[src/rtl/mcpu_video_pkg.sv]
// Shared video constants, fetch FSM state type and pixel-select helpers
// for the MCPU framebuffer scan-out path.
package mcpu_video_pkg;

   localparam int unsigned H_VISIBLE       = 256;
   localparam int unsigned WORDS_PER_LINE  = 16;
   localparam int unsigned PIX_PER_WORD    = 8;
   localparam logic [11:0] FB_BASE_DEFAULT = 12'h800;
   localparam logic [3:0]  BORDER_ON       = 4'hF;
   localparam logic [3:0]  BORDER_OFF      = 4'h0;

   typedef enum logic {
      F_IDLE,
      F_REQ
   } fetch_state_t;

   // Each logical pixel spans two raster columns, so hpos[3:1] picks the nibble.
   function automatic logic [2:0] nib_sel(input logic [8:0] hpos);
      return hpos[3:1];
   endfunction

   function automatic logic [3:0] pick_nibble(input logic [31:0] word, input logic [2:0] sel);
      return word[{sel, 2'b00} +: 4];
   endfunction

   function automatic logic [11:0] word_addr(input logic [11:0] base, input logic [6:0] row,
                                             input logic [3:0] col);
      return base + {1'b0, row, col};
   endfunction

endpackage

[src/rtl/mcpu_word_fifo.sv]
// Two-entry 32-bit word FIFO between the fetch port and the pixel serialiser.
module mcpu_word_fifo (
   input  logic        clk,
   input  logic        reset,
   input  logic        push,
   input  logic        pop,
   input  logic        flush,
   input  logic [31:0] din,
   output logic [1:0]  count,
   output logic [31:0] head
);

   logic [31:0] mem [2];
   logic        rd_ptr;
   logic        wr_ptr;
   logic        do_push;
   logic        do_pop;

   assign do_pop  = pop && (count != 2'd0);
   // A full FIFO still accepts a push when the head leaves in the same cycle.
   assign do_push = push && ((count != 2'd2) || do_pop);
   assign head    = mem[rd_ptr];

   always_ff @(posedge clk or negedge reset) begin
      if (!reset) begin
         mem[0] <= '0;
         mem[1] <= '0;
         rd_ptr <= 1'b0;
         wr_ptr <= 1'b0;
         count  <= '0;
      end else if (flush) begin
         rd_ptr <= 1'b0;
         wr_ptr <= 1'b0;
         count  <= '0;
      end else begin
         if (do_push) begin
            mem[wr_ptr] <= din;
            wr_ptr      <= !wr_ptr;
         end
         if (do_pop) rd_ptr <= !rd_ptr;
         count <= count + {1'b0, do_push} - {1'b0, do_pop};
      end
   end

   assert property (@(posedge clk) disable iff (!reset)
                    !(push && !flush && (count == 2'd2) && !pop));

endmodule

[src/rtl/mcpu_fb_scanout.sv]
// Prefetching framebuffer scan-out: fetches 16 words per raster line pair
// over a req/ack port and serialises them into 2x-scaled 4-bit pixels.
module mcpu_fb_scanout
   import mcpu_video_pkg::*;
#(
   parameter logic [11:0] FB_BASE        = FB_BASE_DEFAULT,
   parameter int unsigned H_ARM          = 280,
   parameter int unsigned V_TOTAL        = 262,
   parameter int unsigned V_VISIBLE      = 240,
   parameter logic [3:0]  UNDERRUN_COLOR = 4'hC
) (
   input  logic        clk,
   input  logic        reset,
   input  logic [8:0]  hpos,
   input  logic [8:0]  vpos,
   input  logic        display_on,
   input  logic        hsync_in,
   input  logic        vsync_in,
   output logic        fb_req,
   output logic [11:0] fb_addr,
   input  logic        fb_ack,
   input  logic [31:0] fb_data,
   output logic [3:0]  rgb,
   output logic        hsync,
   output logic        vsync,
   output logic        underrun,
   input  logic        clr_underrun
);

   localparam logic [8:0] ARM_POS = 9'(H_ARM);
   localparam logic [8:0] V_LAST  = 9'(V_TOTAL - 1);
   localparam logic [8:0] V_VIS   = 9'(V_VISIBLE);

   fetch_state_t state;
   logic [6:0]   row;
   logic [3:0]   col;
   logic [4:0]   words_left;
   logic         drop;
   logic [31:0]  w;

   logic [8:0]   next_v;
   logic         arm_vis;
   logic         push;
   logic         pop;
   logic         pop_eff;
   logic         push_eff;
   logic [1:0]   count;
   logic [1:0]   count_next;
   logic [31:0]  head;
   logic [3:0]   col_n;
   logic [4:0]   words_n;
   logic [3:0]   rgb_next;
   logic [31:0]  w_next;
   logic         set_underrun;

   assign next_v   = (vpos == V_LAST) ? '0 : vpos + 9'd1;
   assign arm_vis  = (hpos == ARM_POS) && (next_v < V_VIS);
   // Data of a request that straddles a flush is discarded on arrival.
   assign push     = fb_req && fb_ack && !drop && !arm_vis;
   assign pop_eff  = pop && (count != 2'd0);
   assign push_eff = push && ((count != 2'd2) || pop_eff);

   always_comb begin
      count_next = count + {1'b0, push_eff} - {1'b0, pop_eff};
      if (arm_vis) count_next = '0;
   end

   always_comb begin
      col_n   = col;
      words_n = words_left;
      if (!drop) begin
         col_n   = col + 4'd1;
         words_n = words_left - 5'd1;
      end
   end

   mcpu_word_fifo u_fifo (
      .clk   (clk),
      .reset (reset),
      .push  (push),
      .pop   (pop),
      .flush (arm_vis),
      .din   (fb_data),
      .count (count),
      .head  (head)
   );

   always_ff @(posedge clk or negedge reset) begin
      if (!reset) begin
         state      <= F_IDLE;
         fb_req     <= 1'b0;
         fb_addr    <= '0;
         row        <= '0;
         col        <= '0;
         words_left <= '0;
         drop       <= 1'b0;
      end else if (arm_vis) begin
         row        <= next_v[7:1];
         col        <= '0;
         words_left <= 5'(WORDS_PER_LINE);
         if (fb_req && !fb_ack) begin
            drop <= 1'b1;
         end else begin
            drop   <= 1'b0;
            state  <= F_IDLE;
            fb_req <= 1'b0;
         end
      end else begin
         case (state)
            F_IDLE: begin
               if ((words_left != '0) && (count != 2'd2)) begin
                  state   <= F_REQ;
                  fb_req  <= 1'b1;
                  fb_addr <= word_addr(FB_BASE, row, col);
               end
            end
            F_REQ: begin
               if (fb_ack) begin
                  drop       <= 1'b0;
                  col        <= col_n;
                  words_left <= words_n;
                  if ((words_n != '0) && (count_next != 2'd2)) begin
                     fb_addr <= word_addr(FB_BASE, row, col_n);
                  end else begin
                     state  <= F_IDLE;
                     fb_req <= 1'b0;
                  end
               end
            end
            default: begin
               state  <= F_IDLE;
               fb_req <= 1'b0;
            end
         endcase
      end
   end

   always_comb begin
      pop          = 1'b0;
      set_underrun = 1'b0;
      w_next       = w;
      rgb_next     = pick_nibble(w, nib_sel(hpos));
      if (!display_on) begin
         rgb_next = (hpos[0] ^ vpos[0]) ? BORDER_ON : BORDER_OFF;
      end else if (hpos[3:0] == 4'd0) begin
         pop = 1'b1;
         if (count != 2'd0) begin
            w_next   = head;
            rgb_next = pick_nibble(head, nib_sel(hpos));
         end else begin
            w_next       = {8{UNDERRUN_COLOR}};
            rgb_next     = UNDERRUN_COLOR;
            set_underrun = 1'b1;
         end
      end
   end

   always_ff @(posedge clk or negedge reset) begin
      if (!reset) begin
         w        <= '0;
         rgb      <= '0;
         hsync    <= 1'b0;
         vsync    <= 1'b0;
         underrun <= 1'b0;
      end else begin
         w     <= w_next;
         rgb   <= rgb_next;
         hsync <= hsync_in;
         vsync <= vsync_in;
         if (set_underrun)      underrun <= 1'b1;
         else if (clr_underrun) underrun <= 1'b0;
      end
   end

endmodule

[config.mk]
export PLATFORM = sky130hd
export DESIGN_NAME = mcpu_fb_scanout
export DESIGN_NICKNAME = d
export VERILOG_FILES = /design/src/rtl/mcpu_video_pkg.sv /design/src/rtl/mcpu_word_fifo.sv /design/src/rtl/mcpu_fb_scanout.sv
export SDC_FILE = /design/constraint.sdc
export NUM_CORES = 1
export LEC_CHECK = 0
export ABC_CLOCK_PERIOD_IN_PS = 3200
export CAP_MARGIN = 15
export CELL_PAD_IN_SITES_DETAIL_PLACEMENT = 1
export CELL_PAD_IN_SITES_GLOBAL_PLACEMENT = 1
export CORE_MARGIN = 5
export CORE_UTILIZATION = 45
export CTS_CLUSTER_SIZE = 14
export DETAILED_ROUTE_END_ITERATION = 10
export GPL_TIMING_DRIVEN = 0
export HOLD_SLACK_MARGIN = 0.06
export PLACE_DENSITY = 0.9
export RECOVER_POWER = 50
export SLEW_MARGIN = 30
export SYNTH_ARGS = -nofsm -noshare
export SYNTH_HDL_FRONTEND = slang
export SYNTH_SLANG_ARGS = --single-unit
[constraint.sdc]
create_clock -name clk -period 3.2 [get_ports clk]
set_clock_uncertainty 0.15 [all_clocks]
set_input_delay 0.32 -clock clk [delete_from_list [all_inputs] [get_ports clk]]
set_output_delay 0.32 -clock clk [all_outputs]
set_load 0.1 [all_outputs]
# Word-level counts from Yosys, hierarchy flattened
# Cells that the tools add are included.
# op_classes
n_addsub	7
n_lt_le_gt_ge	4
eq_ne	11
shift	2
mux	51
bitwise	5
n_reduce_logical	30
# ops
operator	count
two-way mux 32 bit	5
bitwise mux 64 bit	1
variable part select 32 x 6 -> 4 bit	2
two-way mux 12 bit	3
demux 32 bit (select 1 bit)	1
two-way mux 4 bit	8
adder 12 x 11 -> 12 bit, first input constant	2
two-way mux 1 bit	24
one-hot mux 12 bit (2 select lines)	1
two-way mux 5 bit	4
equality test 9 bit, second input constant	2
nonzero test 2 bit	6
logical AND 1 bit	10
!= test 2 bit, second input constant	5
nonzero test 5 bit	2
adder 9 x 1 -> 9 bit, second input constant	1
< comparator 9 x 8 -> 1 bit, second input constant	1
two-way mux 9 bit	1
AND reduction 4 bit	2
!= test 3 bit, second input constant	2
AND reduction 2 bit	3
logical NOT 1 bit	5
subtractor 5 x 1 -> 5 bit, second input constant	1
adder 4 x 1 -> 4 bit, second input constant	1
other kinds (13)	17
# word_totals
regBits	138
input_bits	57
out_inout_bits	20
word_cells	127

# Logic depth before layout (Yosys ltp)
# depth
depth_word	16
mapped_depth	15
depth_no_buf	13

# By module
# Synthesis repeated with hierarchy kept, for this count alone.
# unflattened
cells_unflattened	547
hier_area_um2	6655.1
# modules_own_cells
mod	instances	cells_per_inst	area_per_inst_um2	seq_area_each_um2
mcpu_fb_scanout	1	354	3558.4	1751.7
mcpu_word_fifo	1	193	3096.7	1701.6

# Least setup slack after synthesis
# Ideal clock, no wire load.
# synth_path
path_kind	input to register
startpoint	input port vpos[1]
endpoint	register fb_addr[0]
setup_time_ps	126
arrival_time_ps	3280
required_ps	2924
setup_slack_ps	-356
stages	15
path_buffers	2
cell_sequence	inv_1 > ha_1 > nor4bb_1 > and4b_1 > a31oi_1 > a2111oi_4 > clkbuf_1 > nor2_1 > ha_1 > xnor2_1 > nor2_1 > o32ai_1 > nand2_1 > buf_2 > mux2_2
# synth_between
elab_chain_cells	14
word_cells_on_any_way	16
cone_classes	add/sub (3); order compare (1); eq/ne (3); mux (2); bitwise (1); reduce/logical (6)
# synth_rtl
item	line_no	rtl
from (decl)	mcpu_fb_scanout.sv:15	input logic [8:0] vpos,
adder 9 x 1 -> 9 bit / equality test 9 bit (equally long branches)	mcpu_fb_scanout.sv:56	assign next_v = (vpos == V_LAST) ? '0 : vpos + 9'd1;
two-way mux 9 bit (*)	mcpu_fb_scanout.sv:56	
< comparator 9 x 8 -> 1 bit (*)	mcpu_fb_scanout.sv:57	assign arm_vis = (hpos == ARM_POS) && (next_v < V_VIS);
logical AND 1 bit (*)	mcpu_fb_scanout.sv:57	
logical NOT 1 bit	mcpu_fb_scanout.sv:59	assign push = fb_req && fb_ack && !drop && !arm_vis;
logical AND 1 bit	mcpu_fb_scanout.sv:59	
logical AND 1 bit	mcpu_fb_scanout.sv:61	assign push_eff = push && ((count != 2'd2) || pop_eff);
adder 2 x 1 -> 2 bit	mcpu_fb_scanout.sv:64	count_next = count + {1'b0, push_eff} - {1'b0, pop_eff};
subtractor 2 x 1 -> 2 bit	mcpu_fb_scanout.sv:64	
two-way mux 2 bit	mcpu_fb_scanout.sv:65	if (arm_vis) count_next = '0;
!= test 2 bit	mcpu_fb_scanout.sv:122	if ((words_n != '0) && (count_next != 2'd2)) begin
logical AND 1 bit	mcpu_fb_scanout.sv:122	
!= test 2 x 1 -> 1 bit (no source line)	n/a	
AND reduction 4 bit (no source line) (*)	n/a	
to (signal assigned)	mcpu_fb_scanout.sv:114	fb_addr <= word_addr(FB_BASE, row, col);
to (signal assigned)	mcpu_fb_scanout.sv:123	fb_addr <= word_addr(FB_BASE, row, col_n);
to (decl)	mcpu_fb_scanout.sv:20	output logic [11:0] fb_addr,
# Every way passes the cells marked *; elsewhere a longest branch is shown, timed or not.
# A chain may end at the register's enable or synchronous reset.

# Worst setup path in the final report
# layout_path
startpoint	input port vpos[6]
endpoint	register fb_addr[0]
# The elaborated chain is that of the path after synthesis.

==> results.json <==
{
  "wire_length_of_the_first_global_routing_pass_um": 28400,
  "fp-row-count": 44,
  "regToRegSetupSlack_ps": 320,
  "mappedNetlistNets": 597,
  "static-leakage-power_nw": 3.64,
  "most_common_library_cell_in_the_layout_ignoring_fill_and_taps": "dfrtp_1",
  "num-nets-final": 700,
  "layout.filler_cells": 1458,
  "synth_top_family_by_area": "multiplexers",
  "final-setup-viol-count": 0,
  "grt_remaining_overflow": 0,
  "fp.dieArea_um2": 17100,
  "cell_area_synth_um2": 6570,
  "post_synth_num_cell_types": 49,
  "cp_slowest_cell": "clkdlybuf4s50_1",
  "first_global_vias": 5382,
  "worstPathArrival_ps": 3230,
  "complex_gate_fraction_of_the_synthesized_area": 0.0916,
  "totalNegativeSetupSlack_ps": 0,
  "synthesis.instances": 533,
  "critical_path_required_ps": 3350,
  "post_drt_via_cell_ratio": 5.67,
  "worst_setup_path_start_kind": "input port",
  "run_status": "finished, violations left",
  "drive_above_1_share": 0.243,
  "port_buffer_count": 75,
  "seq_area_frac_synth": 0.526,
  "clock_tree.buffer_depth": 2,
  "coreArea_um2": 14400,
  "fin_hold_ws_ps": 156,
  "drc_errors": 0,
  "gp_congestion": 0.829,
  "grt_antenna_before_repair": 0,
  "die_x_um": 131,
  "synth_warnings": 0,
  "yosysTopAreaCell": "dfrtp_1",
  "hold_path_depth": 4,
  "tritoncts.num_buffers": 17,
  "most-common-layout-cells": "dfrtp_1 (138), clkdlybuf4s50_1 (62), nand2_1 (60)",
  "largest_net_degree_at_the_start_of_global_routing": 84,
  "initial_utilization": 0.455,
  "synth_area_per_cell_um2": 12.3,
  "power_density_nw_per_um2": 1000,
  "drtIter0Drc": 238,
  "postSynthRegisterBits": 138,
  "post_synth_and_or_nand_nor_area_fraction": 0.100,
  "track_usage": 0.218,
  "synth_xor_area_frac": 0.0267,
  "worst_r2r_path_depth": 11,
  "violated_checks": "max-capacitance violations",
  "ctsRootBufferMaster": "clkbuf_16",
  "area.growth.synth_to_final_pct": 26.4,
  "yosys.area.top_type_share": 0.526,
  "synth_async_sr_flop_share": 1.00,
  "timing.critical_path.max_delay_family": "buffers and inverters",
  "clock-sinks": 138,
  "tot_pwr_mw": 8.31,
  "routed_wirelength_um": 17700,
  "drt-pass1-iter-count": 4,
  "maxSlewHeadroom": 0.00876,
  "clkTransAtPathRegs_ps": 60,
  "critical_path_depth": 13,
  "storage_element_area_um2": 3450,
  "final-max-slew-violation-count": 0,
  "ios": 77,
  "finalWorstPathRequiredPeriod_ps": 3080,
  "hold_path_class": "input port to register",
  "cts_tree": "yes",
  "worstSetupPathType": "input port to register",
  "timing.fmax_ghz": 0.325,
  "worst_pin_slew_ps": 1490,
  "critPathMaxFanout": 5,
  "num_antenna_cells": 0,
  "critPathCaptureType": "register",
  "number_of_maximum_capacitance_constraint_violations": 1,
  "post-dp-hpwl_um": 12300,
  "clock_insertion_delay_worst_skew_ps": 420,
  "layout_worst_path_cycle_share": 0.961,
  "yosys-top-cells-area": "dfrtp_1 (53%), mux2_2 (7.2%), mux2_4 (6.9%)",
  "critical-path-max-stage-delay_ps": 540,
  "ir_worst_vdd_mv": 0.451,
  "dominantRegCellSynth": "dfrtp_1",
  "wl_per_cell_um": 21.2,
  "finish.utilization": 0.576,
  "die_height_um": 131,
  "route.antenna.remaining_nets": 0,
  "timing.critical_path.buf_inv": 3,
  "ctsHtreeMaxLevel": 4,
  "via_count": 4719,
  "post_synthesis_adder_cell_area_fraction": 0.0133,
  "crit_chain": "clkdlybuf4s50_1, and4b_2, a31oi_2, a2111oi_4, clkbuf_8, nor2_1, ha_2, xnor2_2, nor2_2, o32ai_4, nand2_2, buf_6, mux2_2",
  "number_of_endpoints_with_negative_hold_slack_in_the_final_report": 0,
  "setup_repair_after_global_routing_missed_its_margin": "false",
  "muxShareOfSynthArea": 0.206,
  "synth_enable_flop_cells": 0,
  "multi_input_comb_area_um2": 2950
}
[path summary, 6_finish.rpt]
check                                      from             end
max in group asynchronous                 reset  u_fifo.mem[42]
worst max-delay path                    vpos[6]      fb_addr[0]
worst min-delay path                    vpos[1]          row[0]
worst min register to register      fb_addr[11]     fb_addr[11]
worst max register to register  u_fifo.count[1]      fb_addr[0]
min in group asynchronous                 reset      fb_addr[4]
[final cells by class]
type / instances / share of cell area
plain buffers: 31 / 0.0265
well taps: 184 / 0.0277
clock buffers: 17 / 0.0512
inverters: 11 / 0.00497
clock inverters: 15 / 0.0184
repair buffers: 84 / 0.0996
multi-input cells: 353 / 0.356
flip-flops and latches: 138 / 0.416
[report_power, final]
part	switching (mW)	internal (mW)	total (mW)
registers	0.540	2.51	3.05
clock network	0.767	1.14	1.91
logic	1.75	1.60	3.35
total	3.05	5.26	8.31
[logic make-up (layout without fill, tap and decap cells)]
family / Yosys count / in the layout
AO/OA/AOI/OAI: 86 / 86
AND/OR/NAND/NOR: 138 / 138
flip-flops: 138 / 138
adder cells (fa/ha/maj): 7 / 7
multiplexers: 102 / 102
XOR/XNOR: 20 / 20
buffers and inverters: 42 / 158
[cell usage after synthesis (2+ instances only)]
cell      number
nand3_1        9
ha_1           7
nor4bb_1       3
o32ai_1        2
dfrtp_1      138
o21ai_0       25
xor2_1         8
a21oi_1        8
buf_2          4
mux4_2        10
xnor2_1       12
inv_1         11
buf_1          4
buf_6          4
nor4_1         2
o31ai_1       20
nor2_1        29
buf_12         3
nand2_1       61
mux2_4        30
a31oi_1        5
nor2b_1       17
mux2_2        42
clkbuf_1      16
a211oi_1      17
nand2b_1       5
mux2i_1       17
mux2_1         3
[tightest hold or removal path, stage by stage]
cell      delay (ps)
clkbuf_2         120
inv_1             60
ha_1             120
o31ai_1           60
[metal layers]
| layer | global-route usage | share of wire | up-vias | routed length, µm |
|---|---|---|---|---|
| met2 | 0.397 | 0.53 | 143 | 9440 |
| li1 | - | - | 2101 | - |
| met1 | 0.249 | 0.39 | 2440 | 6900 |
| met3 | 0.0459 | 0.051 | 35 | 896 |
| met5 | 0 | 0 | - | 0 |
| met4 | 0.0895 | 0.026 | 0 | 456 |
[sequential cells by signal, summed over array words and instances, names as in the netlist, 2 cells and up]
name,count
u_fifo.count,2
words_left,5
u_fifo.mem,64
row,7
col,4
w,32
fb_addr,12
rgb,4
[repair_timing]
| item | CTS | global route |
|---|---|---|
| pin swaps | 6 | 5 |
| gates resized for setup | 22 | 12 |
| setup buffers | 5 | 1 |
| gates cloned | 1 | 0 |
| hold buffers | 1 | 0 |
| endpoints found under the hold margin | 55 | 0 |
| endpoints found under the setup margin | 14 | 10 |
[through the flow]
stage / cell area (µm²) / worst slack (ps) / instances
CTS: 8290 / 31.8 / 832
finish: 8300 / 124 / 833
global placement: 7590 / -3570 / 792
detailed placement: 7620 / -1190 / 793
global route: 8300 / 1.28 / 833
floorplan: 6610 / 9.96 / 533
Power figures use the tool's default switching activity.
